`src/rtl/lif_post_neuron.sv`:
```
`default_nettype none
// ============================================================================
// Module      : lif_post_neuron
// Description : Leaky integrate-and-fire post-synaptic neuron. Sums the
//               weights of the presynaptic inputs spiking this cycle, applies
//               a shift-based leak, fires a one-cycle pulse on reaching the
//               threshold and then sits out a refractory period.
// Revision    : 1.0 - initial release
// ============================================================================
module lif_post_neuron #(
  parameter int N_PRE      = 4,
  parameter int W_W        = 4,
  parameter int V_W        = 8,
  parameter int THRESHOLD  = 32,
  parameter int LEAK_SHIFT = 3,
  parameter int REFRACT    = 4
) (
  input  logic                 clk,
  input  logic                 rst_n,
  input  logic                 en,
  input  logic [N_PRE-1:0]     pre_spike,
  input  logic [N_PRE*W_W-1:0] weight,
  output logic                 post_spike,
  output logic [V_W-1:0]       v_mem,
  output logic [1:0]           state,
  output logic [7:0]           spike_count
);

  // State encoding is visible on the state port, so it is fixed here.
  localparam logic [1:0] c_st_integ  = 2'b00;
  localparam logic [1:0] c_st_fire   = 2'b01;
  localparam logic [1:0] c_st_refrac = 2'b10;

  // Two guard bits above the membrane width absorb leak-then-add headroom.
  localparam int c_sum_w = V_W + 2;
  localparam int c_ref_w = (REFRACT > 2) ? $clog2(REFRACT) : 1;

  localparam logic [c_ref_w-1:0] c_ref_load = (REFRACT > 0) ? c_ref_w'(REFRACT - 1) : '0;
  localparam logic [c_sum_w-1:0] c_v_max    = c_sum_w'({V_W{1'b1}});
  localparam logic [c_sum_w-1:0] c_thresh   = c_sum_w'(THRESHOLD);

  logic [1:0]         r_state;
  logic [1:0]         w_state_nxt;
  logic [V_W-1:0]     r_v_mem;
  logic [V_W-1:0]     w_v_nxt;
  logic               r_post;
  logic               w_post_nxt;
  logic [c_ref_w-1:0] r_ref_cnt;
  logic [c_ref_w-1:0] w_ref_nxt;
  logic [7:0]         r_cnt;
  logic [7:0]         w_cnt_nxt;

  logic [c_sum_w-1:0] w_lane [N_PRE];
  logic [c_sum_w-1:0] w_sum;
  logic [c_sum_w-1:0] w_leak;
  logic [c_sum_w-1:0] w_v_raw;
  logic [c_sum_w-1:0] w_v_sat;
  logic               w_fire;

  // Per-lane gated weight: contributes only when that input spikes.
  for (genvar gi = 0; gi < N_PRE; gi++) begin : g_lane
    assign w_lane[gi] = pre_spike[gi] ? c_sum_w'(weight[gi*W_W +: W_W]) : '0;
  end

  // Adder tree over all lanes.
  always_comb begin
    w_sum = '0;
    for (int i = 0; i < N_PRE; i++) begin
      w_sum = w_sum + w_lane[i];
    end
  end

  // Leak never exceeds the potential, so the subtraction cannot wrap.
  assign w_leak  = c_sum_w'(r_v_mem >> LEAK_SHIFT);
  assign w_v_raw = c_sum_w'(r_v_mem) - w_leak + w_sum;
  assign w_v_sat = (w_v_raw > c_v_max) ? c_v_max : w_v_raw;
  assign w_fire  = (w_v_sat >= c_thresh);

  // State register; en low freezes the FSM, reset wins over en.
  always_ff @(posedge clk) begin
    if (!rst_n) begin
      r_state <= c_st_integ;
    end else if (en) begin
      r_state <= w_state_nxt;
    end
  end

  // Next-state logic; the unused code 11 behaves as INTEG.
  always_comb begin
    w_state_nxt = r_state;
    case (r_state)
      c_st_fire:   w_state_nxt = (REFRACT > 0) ? c_st_refrac : c_st_integ;
      c_st_refrac: w_state_nxt = (r_ref_cnt == '0) ? c_st_integ : c_st_refrac;
      default:     w_state_nxt = w_fire ? c_st_fire : c_st_integ;
    endcase
  end

  // Datapath next values; inputs only matter while integrating.
  always_comb begin
    w_v_nxt    = r_v_mem;
    w_post_nxt = 1'b0;
    w_ref_nxt  = r_ref_cnt;
    w_cnt_nxt  = r_cnt;
    case (r_state)
      c_st_fire: begin
        w_v_nxt   = '0;
        w_ref_nxt = c_ref_load;
      end
      c_st_refrac: begin
        w_v_nxt = '0;
        if (r_ref_cnt != '0) begin
          w_ref_nxt = r_ref_cnt - 1'b1;
        end
      end
      default: begin
        if (w_fire) begin
          w_v_nxt    = '0;
          w_post_nxt = 1'b1;
          w_cnt_nxt  = (r_cnt == 8'hFF) ? r_cnt : r_cnt + 8'd1;
        end else begin
          w_v_nxt = w_v_sat[V_W-1:0];
        end
      end
    endcase
  end

  // Datapath registers; a disabled cycle still retires any pending pulse.
  always_ff @(posedge clk) begin
    if (!rst_n) begin
      r_v_mem   <= '0;
      r_post    <= 1'b0;
      r_ref_cnt <= '0;
      r_cnt     <= '0;
    end else if (en) begin
      r_v_mem   <= w_v_nxt;
      r_post    <= w_post_nxt;
      r_ref_cnt <= w_ref_nxt;
      r_cnt     <= w_cnt_nxt;
    end else begin
      r_post    <= 1'b0;
    end
  end

  assign post_spike  = r_post;
  assign v_mem       = r_v_mem;
  assign state       = r_state;
  assign spike_count = r_cnt;

endmodule
`default_nettype wire
```
`config.mk`:
```
export PLATFORM = sky130hd
export DESIGN_NAME = lif_post_neuron
export DESIGN_NICKNAME = d
export VERILOG_FILES = /design/src/rtl/lif_post_neuron.sv
export SDC_FILE = /design/constraint.sdc
export NUM_CORES = 1
export LEC_CHECK = 0
export CAP_MARGIN = 20
export CORE_MARGIN = 5
export CORE_UTILIZATION = 52
export DETAILED_ROUTE_END_ITERATION = 16
export GPL_TIMING_DRIVEN = 0
export PLACE_DENSITY = 0.79
export SETUP_SLACK_MARGIN = 0.4
export SLEW_MARGIN = 40
export SYNTH_ARGS = -nofsm -noshare
export SYNTH_HDL_FRONTEND = slang
export SYNTH_SLANG_ARGS = --single-unit
```
`constraint.sdc`:
```
create_clock -name clk -period 7.1 [get_ports clk]
set_clock_uncertainty 0.2 [all_clocks]
set_input_delay 1.42 -clock clk [delete_from_list [all_inputs] [get_ports clk]]
set_output_delay 1.42 -clock clk [all_outputs]
set_load 0.01 [all_outputs]
```
* Word-level counts from Yosys, hierarchy flattened
Cells that the tools add are included.
** Storage, ports and cells
- Register bits :: 21
- Bits in latches :: 0
- Bits in writable memories :: 0
- ROM bits :: 0
- Memories kept :: 0
** Operators by class
- Add/sub/neg operators :: 7
- Multiply operators :: 0
- Div/mod/pow operators :: 0
- Magnitude comparators :: 2
- Eq/ne operators :: 4
- Shifts and indexed selects :: 0
- Muxes and demuxes :: 13
- Bitwise gates (word level) :: 4
- Reduce and logical (&&, ||, !) cells :: 7
** Operators with widths (number)
- $mux W4 :: 4
- $mux W8 :: 2
- $add A9 B8 Y10 :: 1
- $ge A10 B6 Y1 const B :: 1
- $gt A10 B8 Y1 const B :: 1
- $mux W10 :: 1
- $sub A8 B5 Y9 :: 1
- $add A8 B1 Y8 const B :: 1
- $eq A8 B8 Y1 const B :: 1
- $pmux W2 S2 :: 2
- $add A6 B4 Y7 :: 1
- $add A5 B4 Y6 :: 1
- $add A4 B4 Y5 :: 1
- $mux W2 :: 2
- $not A1 Y1 :: 4
- $reduce_and A4 Y1 :: 1
- $reduce_bool A2 Y1 :: 2
- $reduce_or A4 Y1 :: 1
- $reduce_and A3 Y1 :: 1
- $eq A2 B1 Y1 const B :: 1
- $eq A2 B2 Y1 const B :: 1
- $logic_not A2 Y1 :: 1
- $mux W1 :: 2
- $ne A2 B2 Y1 const B :: 1
- other kinds (2) :: 2

* Logic depth before layout (Yosys ltp)
- Depth in word-level cells :: 10
- Mapped depth :: 18
- Gate-level depth less buffers :: 17

* Worst setup path before layout
Ideal clock, no wire load.
- Path type :: input -> register
- Start :: in weight[14]
- End :: reg r_cnt[6], in the netlist spike_count[6]
- Library setup time :: 0.132 ns
- Arrival :: 5.321 ns
- Data required time :: 6.768 ns
- Path slack :: 1.447 ns
- Stages on the path :: 18
- Buffers on the path :: 2
- Path through :: and2_1 fa_1 inv_1 fa_1 inv_1 fa_1 a21o_1 a21o_1 ha_1 buf_2 or3b_2 nand3_1 or3_1 a2111o_1 o211ai_2 buf_4 o41ai_1 a21oi_1
** Between the ends
- Cells in the longest elaborated chain, start to end :: 7
** Ends and longest elaborated chain
- start, declared :: RTL line 22 : input logic [N_PRE*W_W-1:0] weight,
- $mux W4 (*) :: RTL line 62 : assign w_lane[gi] = pre_spike[gi] ? c_sum_w'(weight[gi*W_W +: W_W]) : '0;
- $add A6 B4 Y7 (*) :: RTL line 69 : w_sum = w_sum + w_lane[i];
- $add A9 B8 Y10 (*) :: RTL line 75 : assign w_v_raw = c_sum_w'(r_v_mem) - w_leak + w_sum;
- $gt A10 B8 Y1 :: RTL line 76 : assign w_v_sat = (w_v_raw > c_v_max) ? c_v_max : w_v_raw;
- $mux W10 (*) :: RTL line 76
- $ge A10 B6 Y1 (*) :: RTL line 77 : assign w_fire = (w_v_sat >= c_thresh);
- $reduce_and A4 Y1 (no line) (*)
- end signal, assigned :: RTL line 138 : r_cnt <= w_cnt_nxt;
- end, declared :: RTL line 50 : logic [7:0] r_cnt;
Every way passes the cells marked *; elsewhere a longest branch is shown, timed or not.
A chain may end at the register's enable or synchronous reset.

* Worst setup path after layout
- Start :: in pre_spike[3]
- End :: reg r_cnt[6], in the netlist spike_count[6]
** Between the ends
- Cells in the longest elaborated chain, start to end :: 7
** Ends and longest elaborated chain
- start, declared :: RTL line 21 : input logic [N_PRE-1:0] pre_spike,
- $mux W4 (*) :: RTL line 62
- $add A6 B4 Y7 (*) :: RTL line 69
- $add A9 B8 Y10 (*) :: RTL line 75
- $gt A10 B8 Y1 :: RTL line 76
- $mux W10 (*) :: RTL line 76
- $ge A10 B6 Y1 (*) :: RTL line 77
- $reduce_and A4 Y1 (no line) (*)
Marked as above.

==> summary.md <==
| Metric | Value |
|---|---|
| Status | finished clean |
| Actual transition at the worst max-transition pin | 0.476 ns |
| Reg clk slew, reported paths | 0.08 ns |
| Initial antenna violation count | 0 |
| Vias in the first global route | 1897 |
| Vias/cell | 5.47 |
| Synth Cell Area | 2000 µm² |
| Fin. max-slew vios | 0 |
| CP Class | in2reg |
| Startpoint class of the critical path | input pin |
| FF+latch area | 420 µm² |
| Dpl hpwl | 3700 µm |
| First-pass GRT wire length | 8070 µm |
| Fraction of registers with async set/reset | 0 |
| Gpl congestion | 0.923 |
| Final period utilization | 0.873 |
| Final hold vios | 0 |
| Input/output buffers | 41 |
| Final Setup Violations | 0 |
| Multi-input gate area | 1460 µm² |
| # H-tree levels | 1 |
| Largest cells by area after synthesis | dfxtp_1, ha_1, fa_1 |
| Worst setup EP type | flip-flop |
| Worst EP required | 7.04 ns |
| Starting Density | 0.542 |
| Routed via count | 1861 |
| GRT Total Usage | 0.187 |
| Worst r2r path cells | 17 |
| Largest net degree at the start of global routing | 14 |
| Fin nets | 346 |
| Max VDD drop | 0.000250 V |
| Tmin final | 6.20 ns |
| Worst hold path cell count | 2 |
| DRC viols | 0 |
| Core ar. | 3690 µm² |
| Area grow syn2layout | 26.0% |
| Cell taking the most area after synthesis | dfxtp_1 |
| # IOs | 42 |
| Overall power | 979 µW |
| Post-placement worst setup slack | 0.641 ns |
| Syn Inst Count | 247 |
| CP max FO | 10 |
| Leakage | 0.00103 µW |
| Synth Register Bits | 21 |
| Clk buf depth | 2 |
| Min-Delay Path Class | reg2reg |
| Row count | 22 |
| Yosys warns | 0 |
| Post-CTS resize count | 0 |
| Fin cells | 340 |
| Net Count, Synth | 300 |
| Die Area | 5180 µm² |
| Antenna-violating nets left | 0 |
| Ratio of total power to cell area | 389 nW/µm² |
| CTS Root Cell | clkbuf_8 |
| Clk_lat worst skew | 0.26 ns |
| Max cap viols | 0 |
| Post-synth EDFFs | 0 |
| Grt ovf | 0 |
| First-pass DRT Iterations | 4 |
| Cts hold-fix bufs | 0 |
| Peak Freq | 161 MHz |
| Synth cell types | 51 |
| Sum Neg Setup Slack | 0 ns |
| Fillers | 311 |
| RSZ-0062 raised after global routing | false |
| CTS tree | done |
| Routed wire length | 4410 µm |
| Routed WL per cell | 13.0 µm |
| Postcts setup bufs | 0 |
| Most common flop cell mapped by yosys | dfxtp_1 |
| 1st-iter DRT viols | 74 |
| Die Span X | 72.0 µm |
| Arr. time, crit path | 6.14 ns |
| Layout cell share with drive strength beyond 1 | 0.0411 |
| Die height | 72.0 µm |
| Clock sink total | 21 |
| Slew headroom | 0.681 |
| Placed cell count | 336 |
| Mean Syn Cell Area | 8.09 µm² |
| CTS Buf Count | 3 |
| Seq/Total Area, Yosys | 0.210 |
| ANT cells | 0 |
| Final setup margin | 0.902 ns |
| Yosys top cell area share | 0.210 |
[cell families (layout without fill, tap and decap cells)]
| logic type | after synthesis | count (layout) | synth area share |
|---|---|---|---|
| XOR/XNOR | 7 | 7 | 0.0307 |
| AND/OR/NAND/NOR | 87 | 87 | 0.217 |
| AO/OA/AOI/OAI | 69 | 69 | 0.242 |
| multiplexers | 3 | 3 | 0.0150 |
| adder cells (fa/ha/maj) | 30 | 30 | 0.225 |
| flip-flops | 21 | 21 | 0.210 |
| buffers and inverters | 30 | 75 | 0.0589 |
[where the power goes]
group / switching (µW) / internal (µW)
Sequential: 17.2 / 138
Clock: 40.1 / 39.7
Combinational: 421 / 323
Total: 479 / 501
[through the flow]
| stage | util | hold WS [ns] | instance area, µm² |
|---|---|---|---|
| 6_report | 0.682 | 0.294 | 2520 |
| 5_1_grt | 0.682 | 0.323 | 2520 |
| 4_1_cts | 0.682 | 0.300 | 2520 |
| 3_5_place_dp | 0.669 | 0.283 | 2470 |
| 3_3_place_gp | 0.669 | 0.269 | 2470 |
| 2_1_floorplan | - | 0.276 | 2000 |
[path summary, 6_finish.rpt]
| check | from | end | slack [ns] |
|---|---|---|---|
| worst max-delay path | pre_spike[3] | spike_count[6] | 0.90 |
| worst max register to register | v_mem[4] | spike_count[6] | 3.17 |
| worst min register to register | spike_count[5] | spike_count[5] | 0.29 |
| worst min-delay path | spike_count[5] | spike_count[5] | 0.29 |
[cell type report]
type	count	area share
inverters	27	0.0403
repair buffers	41	0.163
flip-flops and latches	21	0.167
clock inverters	1	0.00298
multi-input cells	196	0.580
well taps	48	0.0239
plain buffers	3	0.00646
clock buffers	3	0.0164
[cell usage in the layout, fill, tap and decap left out, types with 2 or more instances in the layout]
cell	n
a211oi_1	3
a21o_1	7
a21oi_1	19
a32oi_1	2
and2_1	10
clkbuf_8	3
clkdlybuf4s50_1	41
clkinv_1	2
dfxtp_1	21
fa_1	10
ha_1	20
inv_1	25
mux2i_1	3
nand2_1	26
nand2b_1	4
nand3_1	7
nand4_1	2
nor2_1	16
nor2b_1	2
nor3_1	7
o211ai_1	6
o21a_1	2
o21ai_0	14
or3_1	5
xnor2_1	3
xor2_1	4
[flip-flops by register name (all words and copies together) (netlist names)]
name	count
r_ref_cnt	2
post_spike	1
v_mem	8
spike_count	8
state	2
[synthesized netlist by cell type (all sizes together), types with 2 or more instances]
| cell | count |
|---|---|
| or3 | 6 |
| and2 | 10 |
| nand2 | 26 |
| inv | 25 |
| xnor2 | 3 |
| xor2 | 4 |
| o21ai | 15 |
| dfxtp | 21 |
| nor2 | 16 |
| ha | 20 |
| a32oi | 2 |
| nand2b | 4 |
| a21oi | 19 |
| clkinv | 2 |
| nor2b | 2 |
| nand3 | 7 |
| mux2i | 3 |
| a211oi | 3 |
| nand4 | 2 |
| o211ai | 7 |
| buf | 2 |
| a21o | 7 |
| o21a | 2 |
| fa | 10 |
| nor3 | 7 |
[critical path: stages]
cell and delay (ns):
clkdlybuf4s50_1 0.46, and2_1 0.18, fa_1 0.52, fa_1 0.49, ha_1 0.24, fa_1 0.40, a21o_1 0.20, a21o_1 0.18
ha_1 0.26, buf_2 0.18, or3b_2 0.45, nand3_1 0.10, or3_1 0.12, a2111o_1 0.10, o211ai_2 0.15, buf_4 0.21
o41ai_1 0.35, a21oi_1 0.11
[layer usage]
metal	routed length (µm)	track usage
met5	0	0
met4	39	0.0647
met3	143	0.0222
met2	2230	0.330
met1	1990	0.236
Note: power is estimated with default switching activity, not from simulation.
